[src/rtl/apb_req_arbiter.sv]
// apb_req_arbiter: round-robin sharing of one APB master command port among NUM_REQ requesters
module apb_req_arbiter #(
  parameter int NUM_REQ = 4,
  parameter int ADDRESS = 8,
  parameter int DATA    = 8,
  parameter int TIMEOUT = 16
) (
  input  logic                         PCLK,
  input  logic                         PRESET,
  input  logic [NUM_REQ-1:0]           req,
  input  logic [NUM_REQ-1:0]           req_rw,
  input  logic [NUM_REQ*ADDRESS-1:0]   req_addr,
  input  logic [NUM_REQ*DATA-1:0]      req_wdata,
  output logic [NUM_REQ-1:0]           ack,
  output logic                         err,
  output logic [DATA-1:0]              rdata,
  output logic [$clog2(NUM_REQ)-1:0]   grant_id,
  output logic                         busy,
  output logic                         transfer,
  output logic                         READ_WRITE,
  output logic [ADDRESS-1:0]           apb_write_paddr,
  output logic [ADDRESS-1:0]           apb_read_paddr,
  output logic [DATA-1:0]              apb_write_data,
  input  logic [DATA-1:0]              apb_read_data_out,
  input  logic                         xfer_done
);
  localparam int LW = $clog2(NUM_REQ);
  localparam int CW = $clog2(TIMEOUT);
  typedef enum logic {IDLE, BUSY} state_t;
  state_t              state_q;
  logic [LW-1:0]       ptr_q, grant_q, win_d;
  logic [CW-1:0]       cnt_q;
  logic                rw_q, err_q;
  logic [NUM_REQ-1:0]  ack_q;
  logic [ADDRESS-1:0]  waddr_q, raddr_q;
  logic [DATA-1:0]     wdata_q, rdata_q;
  // first set request at or above the pointer, wrapping; lower offsets overwrite higher ones
  always_comb begin
    win_d = ptr_q;
    for (int i = NUM_REQ-1; i >= 0; i--)
      if (req[ptr_q + LW'(i)]) win_d = ptr_q + LW'(i);
  end
  // arbitration FSM with registered command, ack and error outputs
  always_ff @(posedge PCLK or posedge PRESET) begin
    if (PRESET) begin
      state_q <= IDLE;
      ptr_q   <= '0;
      grant_q <= '0;
      cnt_q   <= '0;
      rw_q    <= 1'b0;
      err_q   <= 1'b0;
      ack_q   <= '0;
      waddr_q <= '0;
      raddr_q <= '0;
      wdata_q <= '0;
      rdata_q <= '0;
    end else begin
      ack_q <= '0;
      err_q <= 1'b0;
      if (state_q == IDLE) begin
        if (|req) begin
          grant_q <= win_d;
          rw_q    <= req_rw[win_d];
          if (req_rw[win_d]) begin
            waddr_q <= req_addr[int'(win_d)*ADDRESS +: ADDRESS];
            wdata_q <= req_wdata[int'(win_d)*DATA +: DATA];
          end else
            raddr_q <= req_addr[int'(win_d)*ADDRESS +: ADDRESS];
          cnt_q   <= '0;
          state_q <= BUSY;
        end
      end else if (xfer_done || cnt_q == CW'(TIMEOUT-1)) begin
        if (xfer_done && !rw_q) rdata_q <= apb_read_data_out;
        ack_q[grant_q] <= 1'b1;
        err_q   <= !xfer_done;
        ptr_q   <= grant_q + 1'b1;
        state_q <= IDLE;
      end else
        cnt_q <= cnt_q + 1'b1;
    end
  end
  assign transfer        = (state_q == BUSY);
  assign busy            = (state_q == BUSY);
  assign ack             = ack_q;
  assign err             = err_q;
  assign rdata           = rdata_q;
  assign grant_id        = grant_q;
  assign READ_WRITE      = rw_q;
  assign apb_write_paddr = waddr_q;
  assign apb_read_paddr  = raddr_q;
  assign apb_write_data  = wdata_q;
endmodule

[config.mk]
export PLATFORM = sky130hd
export DESIGN_NAME = apb_req_arbiter
export DESIGN_NICKNAME = d
export VERILOG_FILES = /design/src/rtl/apb_req_arbiter.sv
export SDC_FILE = /design/constraint.sdc
export NUM_CORES = 1
export LEC_CHECK = 0
export ABC_CLOCK_PERIOD_IN_PS = 3070
export BUFFER_PORTS_ARGS = -buffer_cell sky130_fd_sc_hd__buf_2
export CAP_MARGIN = 20
export CORE_ASPECT_RATIO = 0.8
export CORE_MARGIN = 4
export CORE_UTILIZATION = 40
export DETAILED_ROUTE_END_ITERATION = 10
export PLACE_DENSITY_LB_ADDON = 0.1
export SLEW_MARGIN = 15
export SYNTH_ARGS = -nofsm -noshare
export SYNTH_HDL_FRONTEND = slang
export SYNTH_SLANG_ARGS = --single-unit
[constraint.sdc]
create_clock -name PCLK -period 3.07 [get_ports PCLK]
set_input_delay 0.614 -clock PCLK [delete_from_list [all_inputs] [get_ports PCLK]]
set_output_delay 0.614 -clock PCLK [all_outputs]
set_load 0.05 [all_outputs]
==> impl_metrics.json, run 1 <==
{
  "fmax_mhz": 403.8,
  "critPathArrivalTime_ps": 2660,
  "boundaryPins": 125,
  "grt_pass1_wl_um": 9294,
  "layout.nets": 431,
  "grt_overflow": 0,
  "design_area_um2": 3393,
  "cts_resized": 0,
  "clkLatencyLatePin_ps": 290,
  "post-route-period-util_pct": 80.66,
  "antenna_found_initial": 0,
  "drive_above_1_share_pct": 48.84,
  "viasPerCell": 4.664,
  "post-route-util_pct": 55.92,
  "synth_area_um2": 2580,
  "die_w_um": 97.79,
  "finalCriticalPeriod_ps": 2476,
  "postCtsSetupRepairBufs": 0,
  "cts-root-buf": "clkbuf_8",
  "vias": 1982,
  "yosysSeqAreaShare_pct": 45.59,
  "htree_levels": 2,
  "grt_usage_pct": 14.51,
  "r2r-start": "ptr_q[0]$_DFFE_PP0P_",
  "ant_nets": 0,
  "hold_class": "input pin to asynchronous set/reset pin",
  "synth_edf_count": 0,
  "ff2ff_path_depth": 6,
  "ctsHoldBuffers": 0,
  "worst_slew_pin_slew_ps": 700.6,
  "cp_max_fo": 17,
  "ff2ff_setup_slack_ps": 660,
  "first_global_vias": 2037,
  "place_inst": 416,
  "cts.sinks": 47,
  "irDropWorstVdd_uv": 593.1,
  "wl_um": 5751,
  "reg2reg_to": "apb_write_data[5]$_DFFE_PP0P_",
  "post-dp-hpwl_um": 4486,
  "design.die.area_um2": 7807,
  "synth_common_cells": "58 x mux2i_1, 47 x dfrtp_1, 25 x mux2_2",
  "die_y_um": 79.83,
  "area_growth_pct": 31.52,
  "end_kind": "flop",
  "first_pass_iters": 3,
  "start_kind": "input pin",
  "status": "finished, final reports clean",
  "start_util_pct": 42.52,
  "worst_slack_ps": 593.7,
  "yosysTopAreaCell": "dfrtp_1",
  "crit_required_ps": 3250,
  "pre_cts_ws_ps": 247.8,
  "drv_slew": 0,
  "wl_per_cell_um": 13.53,
  "num_antenna_cells": 0,
  "rsz0062_at_grt": "no",
  "drc": 0,
  "cap_violations": 0,
  "syn_avg_cell_area_um2": 12.06,
  "cts_tree": "yes",
  "synthTopCellsByArea": "dfrtp_1 46%, mux2i_1 23%, mux2_2 11%",
  "p_leak_nw": 1.852,
  "postSynth.asyncResetShare_pct": 100.0,
  "placed_area_um2": 3273,
  "grt_max_degree": 48,
  "synth_nets": 302,
  "crit_type": "input pin to flop",
  "clk_path_buf_depth": 2,
  "yosys_register_bits": 47,
  "synth_top_area_share_pct": 45.59,
  "clock_skew_ps": 4.394,
  "synth_flop_cell": "dfrtp_1",
  "cts_made_buffers": 5,
  "clk_pin_slew_ps": 80,
  "postSynthCellCount": 214,
  "synth.most_common_cell": "mux2i_1",
  "max_slew_margin_pct": 53.29,
  "fp-row-count": 25,
  "setup_tns_ps": 0,
  "coreArea_um2": 6068,
  "setup_viol": 0,
  "powerDensity_nw_per_um2": 1143,
  "portBuffers": 124,
  "drt_iter0_markers": 37,
  "finalHoldViolCount": 0,
  "fin_cells": 425,
  "finalWeightedCongestion": 0.8266,
  "yosys_warnings": 0,
  "ys_types": 32
}
-- worst max-delay path, stage by stage --
cell       delay, ps
buf_2            110
nor2b_1          140
nor3_2           220
a2bb2oi_4        340
mux2i_1          210
o22ai_4          600
mux2_2           410
-- layout by cell type (no fill, tap or decap) --
| cell type | synthesis | routed |
|---|---|---|
| a21o_1 | 2 | 2 |
| o21a_1 | 1 | 1 |
| nor3_1 | 3 | 3 |
| mux2_1 | 1 | 1 |
| a21oi_1 | 4 | 4 |
| nand3b_1 | 1 | 1 |
| nor2b_1 | 5 | 5 |
| nor3_2 | 1 | 1 |
| o21ai_0 | 4 | 4 |
| mux2_2 | 25 | 25 |
| nand3_1 | 3 | 3 |
| a22oi_1 | 1 | 1 |
| ha_1 | 5 | 5 |
| buf_4 | 2 | 4 |
| nor3b_2 | 1 | 1 |
| nand2b_1 | 1 | 1 |
| dfrtp_1 | 47 | 47 |
| inv_2 | 0 | 1 |
| and2_1 | 4 | 4 |
| buf_2 | 2 | 124 |
| inv_1 | 20 | 19 |
| a2bb2oi_4 | 1 | 1 |
| o22ai_4 | 1 | 1 |
| nand2_2 | 2 | 2 |
| clkbuf_1 | 0 | 1 |
| and3b_1 | 1 | 1 |
| clkbuf_8 | 0 | 7 |
| buf_12 | 0 | 1 |
| mux2i_1 | 58 | 58 |
| nand2_1 | 3 | 3 |
| or4_1 | 1 | 1 |
| nor2_1 | 7 | 7 |
| o31ai_1 | 1 | 1 |
| and3_1 | 2 | 2 |
| a22o_1 | 1 | 1 |
-- metrics by stage --
stage          power (mW)  hold WS (ps)
6_report            3.879         258.8
5_1_grt             4.132         267.2
4_1_cts             3.936         493.4
3_5_place_dp        3.522         472.9
3_3_place_gp        3.495         463.7
2_1_floorplan       3.004         481.1
-- layer usage --
| layer | global-route usage, % | wire length (µm) | share of wire [%] |
|---|---|---|---|
| met3 | 4.629 | 462 | 8.0 |
| met4 | 3.458 | 56 | 0.97 |
| met1 | 17.99 | 2550 | 44 |
| met2 | 24.76 | 2682 | 47 |
| met5 | 0 | 0 | 0 |
-- cell type report --
type	instances	area, µm²
well taps	81	101.3
multi-input cells	140	1270
inverters	20	75.07
fillers	561	2675
flip-flops and latches	47	1176
clock buffers	8	100.1
repair buffers	129	670.6
-- worst max-delay path by stage --
stage | start | end | slack, ps
floorplan | req[0] | apb_write_data[7]$_DFFE_PP0P_ | 630
global placement | req[0] | apb_write_data[5]$_DFFE_PP0P_ | 330
detailed placement | req[0] | apb_write_data[5]$_DFFE_PP0P_ | 250
CTS | req[0] | apb_write_data[5]$_DFFE_PP0P_ | 570
global route | req[0] | apb_write_data[5]$_DFFE_PP0P_ | 470
finish | req[0] | apb_write_data[5]$_DFFE_PP0P_ | 590
-- state kept, by name, indices dropped and copies added, names as in the netlist --
| signal | flops |
|---|---|
| READ_WRITE | 1 |
| ack | 4 |
| apb_read_paddr | 8 |
| apb_write_data | 8 |
| apb_write_paddr | 8 |
| busy | 1 |
| cnt_q | 4 |
| err | 1 |
| grant_id | 2 |
| ptr_q | 2 |
| rdata | 8 |
-- power by group --
part / switching (mW) / total, mW / leakage, nW / internal (mW)
clock network: 0.195 / 0.401 / 0.0515 / 0.206
registers: 0.167 / 1.07 / 0.566 / 0.906
logic: 1.60 / 2.41 / 1.24 / 0.807
-- logic make-up (layout without fill, tap and decap cells) --
group / Yosys count / count (layout) / synth area share [%]
AO/OA/AOI/OAI: 16 / 16 / 5.141
adder cells (fa/ha/maj): 5 / 5 / 2.425
buffers and inverters: 27 / 157 / 5.189
flip-flops: 47 / 47 / 45.59
multiplexers: 84 / 84 / 33.85
AND/OR/NAND/NOR: 35 / 35 / 7.808
No activity file was read; power rests on OpenSTA's default activity.
==> inputs of run 2 (changes only) <==
ABC_CLOCK_PERIOD_IN_PS = 2270   (was 3070)
clock period = 2.27 ns   (was 3.07 ns; I/O delays follow)
==> run 2 against run 1 <==
Against the previous run: final cell count rose by 1.6%; register-to-register slack got worse by 500 ps; via count rose by 0.96%; critical path depth did not move; core utilization rose by 1.7 points; cell area rose by 3.0%; count of clock-buffer cells in the layout did not move; sequential power rose by 36%.
==> impl_metrics.json, run 2 (synthesis results as in run 1) <==
{
  "post-dp-hpwl_um": 4772,
  "die_y_um": 79.83,
  "wl_per_cell_um": 13.98,
  "grt_max_degree": 28,
  "fmax_mhz": 473.4,
  "vias": 2001,
  "design.die.area_um2": 7807,
  "clkLatencyLatePin_ps": 300,
  "cts_resized": 0,
  "layout.nets": 438,
  "fin_cells": 432,
  "finalHoldViolCount": 0,
  "crit_required_ps": 2460,
  "grt_pass1_wl_um": 10050,
  "worstSetupStartpoint": "ptr_q[1]$_DFFE_PP0P_",
  "viasPerCell": 4.632,
  "start_util_pct": 42.52,
  "grt_overflow": 0,
  "worst_slew_pin_slew_ps": 586.3,
  "p_leak_nw": 1.903,
  "fp-row-count": 25,
  "layout_common_cells": "124 x buf_2, 58 x mux2i_1, 46 x dfrtp_1",
  "crit_type": "flop to flop",
  "clock_skew_ps": 3.204,
  "placed_area_um2": 3363,
  "final_common_cell": "buf_2",
  "start_kind": "flop",
  "postCtsSetupRepairBufs": 0,
  "max_slew_margin_pct": 60.86,
  "r2r-start": "ptr_q[1]$_DFFE_PP0P_",
  "die_w_um": 97.79,
  "nFillCells": 579,
  "clk_pin_slew_ps": 80,
  "ctsHoldBuffers": 0,
  "powerDensity_nw_per_um2": 1551,
  "finalWeightedCongestion": 0.8287,
  "timing.hold.ws_ps": 206.6,
  "status": "finished, final reports clean",
  "first_global_vias": 2076,
  "cts_made_buffers": 5,
  "place_inst": 423,
  "num_antenna_cells": 0,
  "wl_um": 6041,
  "antenna_found_initial": 0,
  "cts-root-buf": "clkbuf_8",
  "hold_class": "input pin to asynchronous set/reset pin",
  "boundaryPins": 125,
  "cts.sinks": 47,
  "worst_slack_ps": 157.7,
  "post-route-util_pct": 57.59,
  "total_power_mw": 5.419,
  "drv_slew": 0,
  "drc": 0,
  "area_growth_pct": 35.45,
  "portBuffers": 124,
  "post-route-period-util_pct": 93.05,
  "critPathArrivalTime_ps": 2300,
  "first_pass_iters": 4,
  "clk_path_buf_depth": 2,
  "setup_tns_ps": 0,
  "rsz0062_at_grt": "no",
  "coreArea_um2": 6068,
  "grt_usage_pct": 16.03,
  "cts_tree": "yes",
  "irDropWorstVdd_uv": 748.5,
  "ant_nets": 0,
  "end_kind": "flop",
  "design_area_um2": 3495,
  "finalCriticalPeriod_ps": 2112,
  "htree_levels": 2,
  "drt_iter0_markers": 46,
  "pre_cts_ws_ps": -99.21,
  "cap_violations": 0,
  "drive_above_1_share_pct": 50.14,
  "setup_viol": 0,
  "cp_max_fo": 11
}
run 2: worst paths after layout:
check,cells past startpoint,end,slack (ps)
max in group asynchronous,3,apb_read_paddr[4]$_DFFE_PP0P_,1530
setup / recovery,7,apb_write_data[3]$_DFFE_PP0P_,160
hold reg to reg,1,apb_write_data[7]$_DFFE_PP0P_,490
hold / removal,2,rdata[0]$_DFFE_PP0P_,210
min in group PCLK,2,rdata[5]$_DFFE_PP0P_,380
setup reg to reg,7,apb_write_data[3]$_DFFE_PP0P_,160
run 2: cell type report:
cell class              instances  area [µm²]  share of cell area [%]
clock buffers                   8       100.1                   2.864
multi-input cells             140        1275                   36.48
flip-flops and latches         47        1177                   33.69
inverters                      20       75.07                   2.148
well taps                      81       101.3                   2.900
repair buffers                136       765.7                   21.91
run 2: worst max-delay path, stage by stage (launching register included):
cell and delay [ps]:
dfrtp_2 440, and3b_1 180, or4_1 470, nand2_4 150, buf_12 170, mux2i_1 230
mux2i_1 90, mux2_2 260
run 2: where the power goes:
group          internal (mW)  total [mW]  switching, mW
Clock                  0.278       0.541          0.263
Combinational           1.22        3.43           2.21
Sequential              1.23        1.45          0.221
Total                   2.73        5.42           2.69
run 2: metal layers:
metal  GRT usage [%]  routed length [µm]
met5               0                   0
met4           5.118                  93
met3           5.153                 436
met2           26.20                2853
met1           20.28                2658
